===== src/rtl/ifft8_serial.sv =====
// ifft8_serial: streaming 8-point radix-2 DIT inverse FFT with one
// time-multiplexed butterfly. A frame is loaded in bit-reversed order,
// transformed in place over 12 cycles, then streamed out in natural order.
// Optional feature macro: IFFT8_ROUND_EN (round-half-up instead of floor).
module ifft8_serial #(
  parameter int DATA_W = 12,
  parameter int INT_W  = 14
) (
  input  logic                     clk,
  input  logic                     rst,
  input  logic                     in_valid,
  output logic                     in_ready,
  input  logic signed [DATA_W-1:0] in_re,
  input  logic signed [DATA_W-1:0] in_im,
  output logic                     out_valid,
  input  logic                     out_ready,
  output logic signed [DATA_W-1:0] out_re,
  output logic signed [DATA_W-1:0] out_im,
  output logic                     out_last,
  output logic                     busy
);

  // Wide enough for (B_re +/- B_im) * 181 without overflow.
  localparam int PW = INT_W + 10;
  localparam logic signed [PW-1:0]    C181    = PW'(181);
  localparam logic signed [INT_W-1:0] SAT_MAX = INT_W'((1 <<< (DATA_W - 1)) - 1);
  localparam logic signed [INT_W-1:0] SAT_MIN = INT_W'(-(1 <<< (DATA_W - 1)));

  typedef enum logic [1:0] {S_LOAD, S_CALC, S_DRAIN} state_t;

  state_t state_reg, state_next;
  logic [2:0] in_cnt_reg, out_cnt_reg;
  logic [3:0] calc_cnt_reg;
  logic signed [INT_W-1:0] buf_re_reg [8];
  logic signed [INT_W-1:0] buf_im_reg [8];

  logic       in_fire, out_fire;
  logic [2:0] wr_addr, addr_a, addr_b, half;
  logic [1:0] tw_k;
  logic signed [PW-1:0] a_re_x, a_im_x, b_re_x, b_im_x;
  logic signed [PW-1:0] b_sum, b_dif, t_re, t_im, s_re, s_im, d_re, d_im;

  function automatic logic signed [PW-1:0] sx(input logic signed [INT_W-1:0] v);
    return {{(PW - INT_W){v[INT_W-1]}}, v};
  endfunction

  function automatic logic signed [PW-1:0] shr1(input logic signed [PW-1:0] v);
`ifdef IFFT8_ROUND_EN
    return (v + PW'(1)) >>> 1;
`else
    return v >>> 1;
`endif
  endfunction

  function automatic logic signed [PW-1:0] shr8(input logic signed [PW-1:0] v);
`ifdef IFFT8_ROUND_EN
    return (v + PW'(128)) >>> 8;
`else
    return v >>> 8;
`endif
  endfunction

  function automatic logic signed [DATA_W-1:0] sat(input logic signed [INT_W-1:0] v);
    logic signed [INT_W-1:0] c;
    c = v;
    if (v > SAT_MAX) c = SAT_MAX;
    if (v < SAT_MIN) c = SAT_MIN;
    return c[DATA_W-1:0];
  endfunction

  assign in_ready  = (state_reg == S_LOAD);
  assign out_valid = (state_reg == S_DRAIN);
  assign busy      = (state_reg == S_CALC) || (state_reg == S_DRAIN);
  assign out_last  = out_valid && (out_cnt_reg == 3'd7);
  assign in_fire   = in_valid && in_ready;
  assign out_fire  = out_valid && out_ready;
  assign wr_addr   = {in_cnt_reg[0], in_cnt_reg[1], in_cnt_reg[2]};
  assign out_re    = out_valid ? sat(buf_re_reg[out_cnt_reg]) : '0;
  assign out_im    = out_valid ? sat(buf_im_reg[out_cnt_reg]) : '0;

  // State register.
  always_ff @(posedge clk or negedge rst) begin
    if (!rst) state_reg <= S_LOAD;
    else      state_reg <= state_next;
  end

  // Next-state: load 8 bins, 12 butterfly cycles, drain 8 samples.
  always_comb begin
    state_next = state_reg;
    case (state_reg)
      S_LOAD:  if (in_fire && in_cnt_reg == 3'd7)   state_next = S_CALC;
      S_CALC:  if (calc_cnt_reg == 4'd11)           state_next = S_DRAIN;
      S_DRAIN: if (out_fire && out_cnt_reg == 3'd7) state_next = S_LOAD;
      default: state_next = S_LOAD;
    endcase
  end

  // Input, butterfly and output counters.
  always_ff @(posedge clk or negedge rst) begin
    if (!rst) begin
      in_cnt_reg   <= '0;
      out_cnt_reg  <= '0;
      calc_cnt_reg <= '0;
    end else begin
      if (in_fire)  in_cnt_reg  <= in_cnt_reg + 3'd1;
      if (out_fire) out_cnt_reg <= out_cnt_reg + 3'd1;
      if (state_reg == S_CALC) calc_cnt_reg <= (calc_cnt_reg == 4'd11) ? 4'd0 : calc_cnt_reg + 4'd1;
    end
  end

  // Butterfly addressing: stage = calc_cnt[3:2], butterfly = calc_cnt[1:0].
  // Partner distance doubles per stage; the twiddle index is the position
  // within the group scaled to the 8-point circle.
  always_comb begin
    addr_a = '0;
    half   = 3'd1;
    tw_k   = '0;
    case (calc_cnt_reg[3:2])
      2'd0: begin
        addr_a = {calc_cnt_reg[1:0], 1'b0};
        half   = 3'd1;
        tw_k   = 2'd0;
      end
      2'd1: begin
        addr_a = {calc_cnt_reg[1], 1'b0, calc_cnt_reg[0]};
        half   = 3'd2;
        tw_k   = {calc_cnt_reg[0], 1'b0};
      end
      default: begin
        addr_a = {1'b0, calc_cnt_reg[1:0]};
        half   = 3'd4;
        tw_k   = calc_cnt_reg[1:0];
      end
    endcase
    addr_b = addr_a + half;
  end

  // Twiddle multiply by conjugated W8^k, then halving add/subtract.
  always_comb begin
    a_re_x = sx(buf_re_reg[addr_a]);
    a_im_x = sx(buf_im_reg[addr_a]);
    b_re_x = sx(buf_re_reg[addr_b]);
    b_im_x = sx(buf_im_reg[addr_b]);
    b_sum  = b_re_x + b_im_x;
    b_dif  = b_re_x - b_im_x;
    t_re   = b_re_x;
    t_im   = b_im_x;
    case (tw_k)
      2'd1: begin
        t_re = shr8(b_dif * C181);
        t_im = shr8(b_sum * C181);
      end
      2'd2: begin
        t_re = -b_im_x;
        t_im = b_re_x;
      end
      2'd3: begin
        t_re = shr8((-b_sum) * C181);
        t_im = shr8(b_dif * C181);
      end
      default: ;
    endcase
    s_re = shr1(a_re_x + t_re);
    s_im = shr1(a_im_x + t_im);
    d_re = shr1(a_re_x - t_re);
    d_im = shr1(a_im_x - t_im);
  end

  // One complex buffer word per address: bit-reversed load or butterfly write-back.
  generate
    for (genvar gi = 0; gi < 8; gi++) begin : g_buf
      always_ff @(posedge clk or negedge rst) begin
        if (!rst) begin
          buf_re_reg[gi] <= '0;
          buf_im_reg[gi] <= '0;
        end else if (in_fire && wr_addr == 3'(gi)) begin
          buf_re_reg[gi] <= {{(INT_W - DATA_W){in_re[DATA_W-1]}}, in_re};
          buf_im_reg[gi] <= {{(INT_W - DATA_W){in_im[DATA_W-1]}}, in_im};
        end else if (state_reg == S_CALC && addr_a == 3'(gi)) begin
          buf_re_reg[gi] <= s_re[INT_W-1:0];
          buf_im_reg[gi] <= s_im[INT_W-1:0];
        end else if (state_reg == S_CALC && addr_b == 3'(gi)) begin
          buf_re_reg[gi] <= d_re[INT_W-1:0];
          buf_im_reg[gi] <= d_im[INT_W-1:0];
        end
      end
    end
  endgenerate

endmodule

===== config.mk =====
export PLATFORM = sky130hd
export DESIGN_NAME = ifft8_serial
export DESIGN_NICKNAME = d
export VERILOG_FILES = /design/src/rtl/ifft8_serial.sv
export SDC_FILE = /design/constraint.sdc
export NUM_CORES = 2
export LEC_CHECK = 0
export CORE_UTILIZATION = 31
export CTS_CLUSTER_DIAMETER = 60
export DETAILED_ROUTE_END_ITERATION = 6
export GPL_ROUTABILITY_DRIVEN = 0
export HOLD_SLACK_MARGIN = 0.02
export SLEW_MARGIN = 20
export SYNTH_ARGS = -nofsm -noshare
export SYNTH_HDL_FRONTEND = slang
export SYNTH_SLANG_ARGS = --single-unit

===== constraint.sdc =====
create_clock -name clk -period 26.4 [get_ports clk]
set_input_delay 5.28 -clock clk [delete_from_list [all_inputs] [get_ports clk]]
set_output_delay 5.28 -clock clk [all_outputs]
set_load 0.05 [all_outputs]

# Yosys cells after proc, flatten, opt, wreduce, memory -nomap -nowiden
# Index checks and enable logic that the tools add are counted.
dict set report word_totals {
  register_bits 236
  word_cells 204
  output_inout_bits 28
  in_bits 28
}
dict set report classes {
  n_lt_le_gt_ge 7
  eq_ne 33
  bitwise 3
  mul 3
  n_reduce_logical 44
  n_mux 82
  addsub 12
}
# operator n
set op_table {}
lappend op_table {{$mux W14} 60}
lappend op_table {{$bmux W14 S3} 6}
lappend op_table {{$pmux W15 S3} 2}
lappend op_table {{$mux W12} 6}
lappend op_table {{$mul A15 B9 Y23 const B} 2}
lappend op_table {{$eq A3 B3 Y1 const B} 14}
lappend op_table {{$add A14 B15 Y15} 2}
lappend op_table {{$sub A14 B15 Y15} 2}
lappend op_table {{$logic_and A1 B1 Y1} 29}
lappend op_table {{$gt A14 B12 Y1 const B} 2}
lappend op_table {{$lt A14 B12 Y1 const B} 2}
lappend op_table {{$mul A24 B9 Y23 const B} 1}
lappend op_table {{$neg A15 Y24} 1}
lappend op_table {{$reduce_bool A3 Y1} 8}
lappend op_table {{$eq A3 B2 Y1 const B} 6}
lappend op_table {{$add A14 B14 Y15} 1}
lappend op_table {{$neg A14 Y15} 1}
lappend op_table {{$sub A14 B14 Y15} 1}
lappend op_table {{$ge A4 B4 Y1 const B} 3}
lappend op_table {{$not A3 Y4} 3}
lappend op_table {{$pmux W3 S2} 2}
lappend op_table {{$eq A3 B1 Y1 const B} 3}
lappend op_table {{$logic_not A3 Y1} 3}
lappend op_table {{$add A3 B1 Y3 const B} 2}
lappend op_table {{other kinds (14)} 22}

# Longest topological paths before layout
dict set report logic_depth {
  word_depth 15
  ltp_mapped 60
}

# Worst setup path before layout
# No wires, ideal clock.
dict set report synth_timing {
  path_type {register to register}
  startpoint {register calc_cnt_reg[0]}
  endpoint {register buf_re_reg[41] (netlist bit)}
  t_arrival_ps 12804
  slack_ps 13492
  stages_incl_launch_ff 60
  path_buffers 9
  cell_sequence {dfrtp_1 > clkbuf_1 > clkbuf_1 > nand2_1 > and2_1 > fa_1 > buf_2 > buf_2 > buf_2 > buf_2 > buf_2 > clkbuf_1 > mux4_2 > mux2i_1 > inv_1 > ha_1 > a21o_1 > a21oi_1 > (+24 left out) > a31o_2 > xor2_1 > a211oi_1 > a21oi_1 > o21a_1 > ha_1 > clkbuf_1 > nand2b_1 > a21oi_1 > or2_2 > or3_1 > o22ai_1 > o31a_1 > mux2i_1 > xnor2_1 > nor2_1 > a211oi_1 > a221oi_1}
}
dict set report synth_via {
  elab_chain_cells 14
  word_cells_on_any_way 34
  classes_between {add/sub: 7; mul: 2; eq/ne: 5; mux: 15; bitwise: 2; reduce/logical: 3}
}
# element line
set synth_lines {}
lappend synth_lines {{start: declaration} 33} ;# logic [3:0] calc_cnt_reg;
lappend synth_lines {{start signal: assignment} 107} ;# if (state_reg == S_CALC) calc_cnt_reg <= (calc_cnt_reg == 4'd11) ? 4'd0 : calc_cnt_reg + 4'd1;
lappend synth_lines {{$pmux W3 S2} 118} ;# case (calc_cnt_reg[3:2])
lappend synth_lines {{$add A3 B3 Y3} 135} ;# addr_b = addr_a + half;
lappend synth_lines {{$not A3 Y4 (not written as such)} {142, 143}}
lappend synth_lines {{$bmux W14 S3, on equally long branches} {142, 143}}
lappend synth_lines {{$mux W14, on equally long branches (2 in a row)} {142, 143}}
lappend synth_lines {{$add A14 B14 Y15} 144} ;# b_sum = b_re_x + b_im_x;
lappend synth_lines {{$neg A15 Y24} 158} ;# t_re = shr8((-b_sum) * C181);
lappend synth_lines {{$mul A24 B9 Y23} 158}
lappend synth_lines {{$pmux W15 S3} 148} ;# case (tw_k)
lappend synth_lines {{$sub A14 B15 Y15} 165} ;# d_re = shr1(a_re_x - t_re);
lappend synth_lines {{$mux W14} 182} ;# end else if (state_reg == S_CALC && addr_b == 3'(gi)) begin
lappend synth_lines {{$mux W14} 179} ;# end else if (state_reg == S_CALC && addr_a == 3'(gi)) begin
lappend synth_lines {{$mux W14} 176} ;# end else if (in_fire && wr_addr == 3'(gi)) begin
lappend synth_lines {{end signal: indexed assignment} 177} ;# buf_re_reg[gi] <= {{(INT_W - DATA_W){in_re[DATA_W-1]}}, in_re};
lappend synth_lines {{end signal: indexed assignment} 180} ;# buf_re_reg[gi] <= s_re[INT_W-1:0];
lappend synth_lines {{end signal: indexed assignment} 183} ;# buf_re_reg[gi] <= d_re[INT_W-1:0];
lappend synth_lines {{end: declaration} 34} ;# logic signed [INT_W-1:0] buf_re_reg [8];
# Parallel ways exist; a longest one is shown, timed or not. The select of a mux whose other input is x is not followed.
# A chain may end at the register's enable or synchronous reset.

# Worst setup path after layout
dict set report layout_timing {
  startpoint {register calc_cnt_reg[3]}
  endpoint {register buf_re_reg[41] (netlist bit)}
}
dict set report layout_via {
  elab_chain_cells 15
  word_cells_on_any_way 37
  classes_between {add/sub: 7; mul: 2; eq/ne: 6; mux: 16; bitwise: 2; reduce/logical: 4}
}
# element line
set layout_lines {}
lappend layout_lines {{$eq A2 B1 Y1 or $logic_not A2 Y1 (tied branches)} 118}
lappend layout_lines {{$pmux W3 S2} 118}
lappend layout_lines {{$add A3 B3 Y3} 135}
lappend layout_lines {{$not A3 Y4 (not written as such)} {142, 143}}
lappend layout_lines {{$bmux W14 S3, on equally long branches} {142, 143}}
lappend layout_lines {{$mux W14, on equally long branches (2 in a row)} {142, 143}}
lappend layout_lines {{$add A14 B14 Y15} 144}
lappend layout_lines {{$neg A15 Y24} 158}
lappend layout_lines {{$mul A24 B9 Y23} 158}
lappend layout_lines {{$pmux W15 S3} 148}
lappend layout_lines {{$sub A14 B15 Y15} 165}
lappend layout_lines {{$mux W14} 182}
lappend layout_lines {{$mux W14} 179}
lappend layout_lines {{$mux W14} 176}
# Parallel ways exist; a longest one is shown, timed or not. The select of a mux whose other input is x is not followed.

==> metrics.txt <==
CP Buf/Inv Count 7; syn_nets just over 4000; clk sink count 236; vias in the first global route about 28000; CTS max path bufs 3; final setup fails 0; hold buffer count at CTS 0; DRT Wirelength about 120000 um; slew of the pin with the lowest slew margin between 1 and 1.5 ns; layout net count 4047; Synth Cell Area just over 30000 um^2; most frequent cells in the layout 378 x nand2_1, 362 x a21oi_1, 357 x nor2_1, 316 x inv_1, 302 x ha_1; Post-CTS Setup Bufs 0; CP startpoint kind flop; ranking of synthesized cells by area dfrtp_1 19%, ha_1 12%, fa_1 8.4%; Min-Delay Path Class reg -> reg; asr flop ratio synth 1.000; Die Span X between 300 and 400 um; final hold slack roughly 0.54 ns; crit path from calc_cnt_reg[3]; share of post-route cells with drive strength above 1 0.09346; Critical Path RT 26.90 ns; Largest stage delay, worst path 1.32 ns; Area Growth Syn to Fin 9.524%; min Tclk post-route 15.62 ns; area of the core 97280 um^2; antenna viol nets, final 0; clk root buf clkbuf_16; CTS tree built; drt pass-1 iters 7; commonest non-fill, non-tap cell in the layout nand2_1; first-pass GRT wire length 184000 um; reg2reg setup slack roughly 11 ns; Setup CP Type reg -> reg; Post-route DRC 0; RSZ-0062 raised after global routing false; Via density about 6.0; DR vias ~29000; reg2reg start calc_cnt_reg[3]; Avg Inst Size Synth approximately 8.3 um^2; MaxCap Viol Count 0; Worst-path clk slew 0.07 ns; post-DP HPWL 86570 um; warnings from Yosys 0; register area share after synthesis 0.1930; total grt overflow 0; Most used DFF post-synth dfrtp_1; Slowest-stage cell, CP fa_4; CP arrival ~16 ns; worst clock skew approximately 0.032 ns; Crit path depth 51; Slew headroom 0.1720; per-cell routed wire length 25.34 um; Die Y roughly 320 um; final hold vios 0; Port Buf Inserts 55; pin count of the biggest net entering global routing 110; Post-Syn Instances roughly 3700; Total GRT Usage 0.2445; Pins Over Slew Limit 0; Crit Path Max Fanout 36; period utilization 0.5917; EDFF count, synth 0; fmax about 64 MHz; Post-CTS Resized 0; CTS Buf Count 28; number of top-level pins 56; Yosys top cell by area dfrtp_1; reg-to-reg critical path endpoint buf_re_reg[41]; cell family with most CP delay adder cells; H-tree Lvls 1; Synth top area share 0.1930; Starting DRT DRC Count roughly 3800; initial antenna violation count 3; die area between 90000 and 100000 um^2; register bit total from synthesis ~240; number of distinct library cells after synthesis 90; crit end category flop; end of the critical path buf_re_reg[41]; Reg2Reg Depth 51; Final TNS setup 0 ns; Worst-Skew Late Latency 0.61 ns; outcome complete, no violations; Initial Utilization 0.3145; FP Rows 114
## routing by layer
layer | share of wire | global-route usage
met2 | 0.43 | 0.3729
met3 | 0.13 | 0.07122
met4 | 0.060 | 0.1175
met5 | 0.00048 | 0.003314
met1 | 0.39 | 0.3160
## worst min path at each step
stage                     cells past startpoint  slack, ns           start        endpoint
final                                         2       0.54  buf_re_reg[98]  buf_re_reg[98]
after global routing                          2       0.56  buf_re_reg[98]  buf_re_reg[98]
after CTS                                     2       0.54  buf_re_reg[98]  buf_re_reg[98]
after detailed placement                      2       0.53  buf_re_reg[53]  buf_re_reg[53]
after global placement                        2       0.51  buf_re_reg[98]  buf_re_reg[98]
after floorplan                               2       0.47  buf_re_reg[84]  buf_re_reg[84]
## cell usage after synthesis, drive strengths merged (9+ instances only)
| library cell | n |
|---|---|
| o31ai | 15 |
| and2 | 14 |
| a211oi | 90 |
| and3 | 11 |
| a221o | 19 |
| a22oi | 30 |
| xnor2 | 122 |
| nand3 | 56 |
| nor3 | 45 |
| mux2 | 18 |
| a21oi | 365 |
| o22ai | 37 |
| nor2 | 367 |
| buf | 48 |
| nand2b | 31 |
| o221ai | 54 |
| o21a | 23 |
| ha | 303 |
| or3 | 21 |
| a221oi | 17 |
| mux4 | 112 |
| mux2i | 82 |
| xor2 | 47 |
| inv | 319 |
| fa | 129 |
| dfrtp | 236 |
| o211ai | 40 |
| o21ai | 205 |
| a21boi | 9 |
| a31oi | 26 |
| a21o | 33 |
| clkbuf | 203 |
| nand2 | 378 |
| nor2b | 13 |
| o21bai | 14 |
| nand4 | 13 |
## per-stage QoR
| step | util | std cells | setup WS, ns | cell area (um^2) |
|---|---|---|---|---|
| floorplan | - | 3668 | 13.49 | 30600 |
| global placement | 0.3345 | 4832 | 11.30 | 32540 |
| detailed placement | 0.3345 | 4832 | 11.08 | 32540 |
| CTS | 0.3438 | 4881 | 11.04 | 33440 |
| global route | 0.3445 | 4882 | 9.836 | 33510 |
| finish | 0.3445 | 4883 | 10.78 | 33510 |
## worst reg2reg max path: cells and delay by family, from the launching register on
kind                       cells  cell delay [ns]
adders and majority gates     10             4.93
AOI/OAI and AO/OA             14             4.06
and+or+nand+nor               14             2.97
xor gates and xnor gates       4             1.14
buffers and inverters          7             1.11
muxes                          2             0.66
DFF                            1             0.64
## cell families after synthesis
kind of cell | Yosys count | synth area share
muxes | 212 | 0.1160
AOI/OAI and AO/OA | 1053 | 0.2204
buffers and inverters | 570 | 0.07103
adders and majority gates | 432 | 0.2083
DFF | 236 | 0.1930
xor gates and xnor gates | 170 | 0.04997
and+or+nand+nor | 995 | 0.1413
## layout make-up
cell class	instances	area, um^2
flip-flops and latches	236	5914
repair buffers	140	1201
fillers	10119	63770
well taps	1276	1597
multi-input cells	2862	22700
clock inverters	10	95.09
clock buffers	39	802.0
diodes	1	2.502
inverters	319	1197
Power is not shown: default switching activity piles up to over one toggle a cycle in this logic, so the estimate is an artifact.
